`src/rtl/gruel_pkg.sv`:
```
// rtl/gruel_pkg.sv - shared states, coin values and default pricing for the gruel vend controller
package gruel_pkg;

  typedef enum logic [1:0] {
    IDLE     = 2'd0,
    DISPENSE = 2'd1,
    CHANGE   = 2'd2
  } state_t;

  localparam int COIN1_VAL               = 1;
  localparam int COIN2_VAL               = 2;
  localparam int DEFAULT_CREDIT_W        = 4;
  localparam int DEFAULT_PRICE           = 4;
  localparam int DEFAULT_MAX_CREDIT      = 8;
  localparam int DEFAULT_DISPENSE_CYCLES = 3;

endpackage

```
`src/rtl/gruel_dispense_timer.sv`:
```
// rtl/gruel_dispense_timer.sv - loadable down-counter timing the dispense strobe
module gruel_dispense_timer
  import gruel_pkg::*;
#(
  parameter int CYCLES = DEFAULT_DISPENSE_CYCLES
) (
  input  logic clk,
  input  logic reset,
  input  logic start,
  output logic done
);

  localparam int CNT_W = $clog2(CYCLES + 1);

  logic [CNT_W-1:0] cnt_q, cnt_d;

  always_comb begin
    cnt_d = cnt_q;
    if (start) begin
      cnt_d = CNT_W'(CYCLES);
    end else if (cnt_q != '0) begin
      cnt_d = cnt_q - CNT_W'(1);
    end
  end

  // Done marks the last strobe cycle so the controller leaves DISPENSE on the following edge.
  assign done = (cnt_q == CNT_W'(1));

  always_ff @(posedge clk) begin
    if (reset) begin
      cnt_q <= '0;
    end else begin
      cnt_q <= cnt_d;
    end
  end

endmodule

```
`src/rtl/gruel_vend_ctrl.sv`:
```
// rtl/gruel_vend_ctrl.sv - coin collection, vend and change-payout controller for the gruel machine
module gruel_vend_ctrl
  import gruel_pkg::*;
#(
  parameter int CREDIT_W        = DEFAULT_CREDIT_W,
  parameter int MAX_CREDIT      = DEFAULT_MAX_CREDIT,
  parameter int PRICE           = DEFAULT_PRICE,
  parameter int DISPENSE_CYCLES = DEFAULT_DISPENSE_CYCLES
) (
  input  logic                clk,
  input  logic                reset,
  input  logic                coin_1,
  input  logic                coin_2,
  input  logic                vend_req,
  input  logic                cancel,
  input  logic                gruel,
  output logic [CREDIT_W-1:0] credit,
  output logic                dispense,
  output logic                change_pulse,
  output logic                coin_reject,
  output logic                vend_denied,
  output logic                busy
);

  localparam logic [CREDIT_W:0] PRICE_W = (CREDIT_W + 1)'(PRICE);
  localparam logic [CREDIT_W:0] MAX_W   = (CREDIT_W + 1)'(MAX_CREDIT);

  state_t              state_q, state_d;
  logic [CREDIT_W-1:0] credit_q, credit_d;
  logic                dispense_q, dispense_d;
  logic                change_pulse_q, change_pulse_d;
  logic                coin_reject_q, coin_reject_d;
  logic                vend_denied_q, vend_denied_d;
  logic                busy_q, busy_d;

  logic                timer_start;
  logic                timer_done;
  logic [CREDIT_W:0]   credit_w;
  logic [CREDIT_W:0]   add_w;
  logic [CREDIT_W:0]   sum_w;
  logic                any_coin;

  gruel_dispense_timer #(
    .CYCLES (DISPENSE_CYCLES)
  ) u_timer (
    .clk   (clk),
    .reset (reset),
    .start (timer_start),
    .done  (timer_done)
  );

  always_comb begin
    state_d       = state_q;
    credit_d      = credit_q;
    coin_reject_d = 1'b0;
    vend_denied_d = 1'b0;
    timer_start   = 1'b0;

    any_coin = coin_1 | coin_2;
    credit_w = {1'b0, credit_q};
    add_w    = '0;
    if (coin_1) add_w = add_w + (CREDIT_W + 1)'(COIN1_VAL);
    if (coin_2) add_w = add_w + (CREDIT_W + 1)'(COIN2_VAL);
    sum_w = credit_w + add_w;

    case (state_q)
      IDLE: begin
        if (cancel && credit_q != '0) begin
          state_d       = CHANGE;
          coin_reject_d = any_coin;
        end else if (vend_req && gruel && credit_w >= PRICE_W) begin
          // The local range check keeps credit from wrapping even if the decoder flag is wrong.
          credit_d      = CREDIT_W'(credit_w - PRICE_W);
          state_d       = DISPENSE;
          timer_start   = 1'b1;
          coin_reject_d = any_coin;
        end else begin
          vend_denied_d = vend_req;
          if (any_coin) begin
            if (sum_w <= MAX_W) begin
              credit_d = sum_w[CREDIT_W-1:0];
            end else begin
              coin_reject_d = 1'b1;
            end
          end
        end
      end
      DISPENSE: begin
        coin_reject_d = any_coin;
        if (timer_done) begin
          state_d = (credit_q != '0) ? CHANGE : IDLE;
        end
      end
      CHANGE: begin
        coin_reject_d = any_coin;
        if (credit_q != '0) begin
          credit_d = credit_q - CREDIT_W'(1);
        end
        if (credit_q <= CREDIT_W'(1)) begin
          state_d = IDLE;
        end
      end
      default: begin
        state_d = IDLE;
      end
    endcase

    // Strobes follow the next state so they line up with the registered state.
    dispense_d     = (state_d == DISPENSE);
    change_pulse_d = (state_d == CHANGE);
    busy_d         = (state_d != IDLE);
  end

  always_ff @(posedge clk) begin
    if (reset) begin
      state_q        <= IDLE;
      credit_q       <= '0;
      dispense_q     <= 1'b0;
      change_pulse_q <= 1'b0;
      coin_reject_q  <= 1'b0;
      vend_denied_q  <= 1'b0;
      busy_q         <= 1'b0;
    end else begin
      state_q        <= state_d;
      credit_q       <= credit_d;
      dispense_q     <= dispense_d;
      change_pulse_q <= change_pulse_d;
      coin_reject_q  <= coin_reject_d;
      vend_denied_q  <= vend_denied_d;
      busy_q         <= busy_d;
    end
  end

  assign credit       = credit_q;
  assign dispense     = dispense_q;
  assign change_pulse = change_pulse_q;
  assign coin_reject  = coin_reject_q;
  assign vend_denied  = vend_denied_q;
  assign busy         = busy_q;

endmodule
```
`config.mk`:
```
export PLATFORM = sky130hd
export DESIGN_NAME = gruel_vend_ctrl
export DESIGN_NICKNAME = d
export VERILOG_FILES = /design/src/rtl/gruel_pkg.sv /design/src/rtl/gruel_dispense_timer.sv /design/src/rtl/gruel_vend_ctrl.sv
export SDC_FILE = /design/constraint.sdc
export NUM_CORES = 1
export LEC_CHECK = 0
export BUFFER_PORTS_ARGS = -buffer_cell sky130_fd_sc_hd__buf_4
export CORE_MARGIN = 2
export CORE_UTILIZATION = 49
export CTS_CLUSTER_DIAMETER = 60
export DETAILED_ROUTE_END_ITERATION = 8
export GPL_TIMING_DRIVEN = 1
export HOLD_SLACK_MARGIN = 0.02
export PLACE_DENSITY = 0.78
export SETUP_SLACK_MARGIN = 0.15
export SYNTH_ARGS = -nofsm -noshare
export SYNTH_HDL_FRONTEND = slang
export SYNTH_HIERARCHICAL = 1
export SYNTH_SLANG_ARGS = --single-unit
```
`constraint.sdc`:
```
create_clock -name clk -period 2.1 [get_ports clk]
set_clock_uncertainty 0.05 [all_clocks]
set_input_delay 0.315 -clock clk [delete_from_list [all_inputs] [get_ports clk]]
set_output_delay 0.315 -clock clk [all_outputs]
set_load 0.05 [all_outputs]
```
==> metrics.md <==
| Metric | Value |
|---|---|
| Status | finished, final reports clean |
| H-tree Lvls | 1 |
| Longest Clk Path Bufs | 2 |
| FF-to-FF path depth | 6 |
| Core ar. | 1922 sq um |
| Io pins | 16 |
| Reg2reg start | credit[0]$_SDFFE_PP0P_ |
| CP Launch Type | flop |
| Pwr/cell area | 1685 nW/um^2 |
| Worst-path fanout max | 4 |
| Final Cycle Share | 94.01% |
| Area growth, synth to finish | 32.73% |
| VDD IR max | 0.0009246 V |
| Final hold violation count | 0 |
| Required time of the critical path | 2220 ps |
| Cell count after synthesis | 111 |
| # diodes | 0 |
| Gr ovfl total | 0 |
| Commonest cells after routing, fill and taps aside | buf_4 (25), inv_1 (9), nor2_1 (9), ha_1 (9), dfxtp_1 (8) |
| Reg2reg end | credit[2]$_SDFFE_PP0P_ |
| Die W | 48.52 microns |
| DR pass1 iterations | 6 |
| Routed WL per cell | 14.44 microns |
| Post-place setup slack | -32.52 ps |
| Maximum clock rate | 0.5065 GHz |
| Cts hold-fix bufs | 0 |
| Net Sw Frac | 49.08% |
| # clock sinks | 13 |
| Net count after synthesis | 131 |
| R2r setup slk | 130 ps |
| NetSw | 1.066 mW |
| Post-Synthesis Cell Area | 970.9 sq um |
| Avg Synthesized Cell Area | 8.747 sq um |
| Clock power share | 7.3% |
| Library cells used by synthesis | 41 |
| Combinational Power Share | 72.4% |
| Global placement routability congestion | 0.8183 |
| Multi-input logic area | 729.5 sq um |
| Die Span Y | 48.52 microns |
| Flop pwr share | 20.3% |
| Worst Hold Depth | 2 |
| Capture point of the worst path | credit[2]$_SDFFE_PP0P_ |
| Seq/Total Area, Yosys | 26.80% |
| Crit path kind | flop to flop |
| DRT iter0 DRCs | 22 |
| Fin. max-slew vios | 0 |
| Pin count of the biggest net entering global routing | 12 |
| Commonest non-fill, non-tap cell in the layout | buf_4 |
| Final core occ | 67.06% |
| RSZ-0062 raised after global routing | yes |
| Sequential cell area | 274.0 sq um |
| Hold_ws | 228.7 ps |
| Yosys reg bits | 13 |
| Critical Path AT | 2090 ps |
| DRT Wirelength | 2382 microns |
| Worst min path class | input pin to flop |
| Fillers | 157 |
| PortBufs | 15 |
| Internal | 1.106 mW |
| Clock-pin slew on the worst setup and hold paths | 80 ps |
| DP Wirelength | 1798 microns |
| Die area | 2354 sq um |
| Vias after detailed routing | 911 |
| Placed cell areas | 1195 sq um |
| Tightest Pin Transition | 303.9 ps |
| Root Driver | clkbuf_4 |
| Final setup margin | 125.7 ps |
| Share of cells above drive strength 1 | 39.86% |
| GRT Total Usage | 22.04% |
| Yosys Warn Count | 6 |
| Post-DRT Antenna Nets | 0 |
| Vias in the first global route | 923 |
| # setup viols final | 0 |
| Crit. Startpoint | credit[0]$_SDFFE_PP0P_ |
| Max-cap viol count | 0 |
| Hold Startpoint | reset |
| Rel. slew slack | 79.55% |
| Tmin final | 1974 ps |
| CTS tree | yes |
| Row count | 16 |
| Drt via density | 5.521 |
| CTS Buf Count | 3 |
| First-pass GRT wire length | 3974 microns |
| Static Leak | 0.5999 nW |
| Crit path capture type | flop |
| Initial antenna violation count | 0 |
| Post-route DRC violation count | 0 |
| Post-layout nets | 159 |
| Final Cell Area | 1289 sq um |
| Starting Density | 50.52% |
| Final setup TNS | 0 ps |
| Worst skew pair latency | 280 ps |
final cells by class:
class	instances	share of cell area, %
Multi-Input combinational cell	86	56.60
Sequential cell	13	21.26
Timing Repair Buffer	25	14.56
Inverter	10	2.913
Tap cell	27	2.621
Clock buffer	4	2.039
per-layer routing:
metal	up-vias	track usage, %	share of wire, %
met4	0	7.619	2.4
met5	-	0	0
met1	417	25.39	43
met3	6	7.099	5.6
met2	33	38.43	49
li1	455	-	-
critical path, stage by stage, from the launching register on:
cell and delay [ps]:
dfxtp_4 360, ha_4 160, fa_2 430, nor3_2 210, o21ai_2 120, a211oi_2 230
mux2_4 320
synthesized netlist by cell type:
cell type / count / area share, %
a221oi_2: 1 / 1.5
a211oi_2: 1 / 1.3
fa_1: 1 / 2.1
nand2b_1: 1 / 0.64
a31oi_1: 2 / 1.3
nand2_1: 5 / 1.9
a22oi_1: 1 / 0.77
nand3b_4: 1 / 2.1
nor2_1: 9 / 3.5
buf_1: 1 / 0.39
o21ba_1: 1 / 1.0
nor4b_1: 1 / 0.90
o31ai_1: 1 / 0.77
or2_1: 1 / 0.64
nand4_1: 2 / 1.3
and2b_1: 1 / 0.77
and2_1: 4 / 2.6
a21boi_0: 1 / 0.77
ha_1: 12 / 15
xnor2_1: 2 / 1.8
a21o_2: 2 / 1.8
mux2i_1: 3 / 3.1
dfxtp_1: 13 / 27
xor2_1: 1 / 0.90
nand3_1: 4 / 2.1
a221oi_1: 1 / 0.90
a32oi_2: 1 / 1.7
a211oi_1: 2 / 1.5
inv_1: 10 / 3.9
o21a_1: 1 / 0.77
o21ai_2: 1 / 0.90
o211a_1: 1 / 1.0
or2b_1: 1 / 0.77
mux2_2: 1 / 1.2
nor4_1: 2 / 1.3
o22ai_1: 2 / 1.3
nor3_1: 2 / 1.0
nor2b_1: 4 / 2.6
clkbuf_1: 1 / 0.39
o21ai_0: 4 / 2.1
a21oi_1: 5 / 2.6
power groups by stage:
stage,Sequential (mW),Combinational [mW],Clock [mW]
finish,0.440,1.57,0.159
global route,0.458,1.71,0.169
CTS,0.442,1.47,0.162
detailed placement,0.448,1.41,0
global placement,0.441,1.35,0
floorplan,0.653,0.826,0
what timing repair did:
action                     CTS  global route
setup endpoints to repair    4             8
gates resized for setup      4            12
pin swaps                    6             6
buffers inserted             3             0
through the flow:
| stage | cells | total power [mW] |
|---|---|---|
| floorplan | 111 | 1.479 |
| global placement | 158 | 1.793 |
| detailed placement | 158 | 1.863 |
| CTS | 165 | 2.077 |
| global route | 165 | 2.340 |
| finish | 165 | 2.171 |
cell families after synthesis:
kind of cell               Yosys count  synth area share (%)
adders and majority gates           13                 17.53
xor gates and xnor gates             3                 2.707
muxes                                4                 4.253
AOI/OAI and AO/OA                   28                 22.04
and+or+nand+nor                     38                 22.04
buffers and inverters               12                 4.639
DFF                                 13                 26.80
how the worst min path moves through the flow:
stage                               endpoint
2_1_floorplan  u_timer/cnt_q[0]$_SDFFE_PP0P_
3_3_place_gp          credit[1]$_SDFFE_PP0P_
3_5_place_dp          credit[1]$_SDFFE_PP0P_
4_1_cts        u_timer/cnt_q[0]$_SDFFE_PP0P_
5_1_grt               credit[1]$_SDFFE_PP0P_
6_report              credit[1]$_SDFFE_PP0P_
state kept, by name (all words and copies together), names as in the netlist:
| signal | count |
|---|---|
| coin_reject | 1 |
| change_pulse | 1 |
| state_q | 2 |
| vend_denied | 1 |
| credit | 4 |
| dispense | 1 |
| busy | 1 |
| u_timer/cnt_q | 2 |
Power figures use the tool's default switching activity.
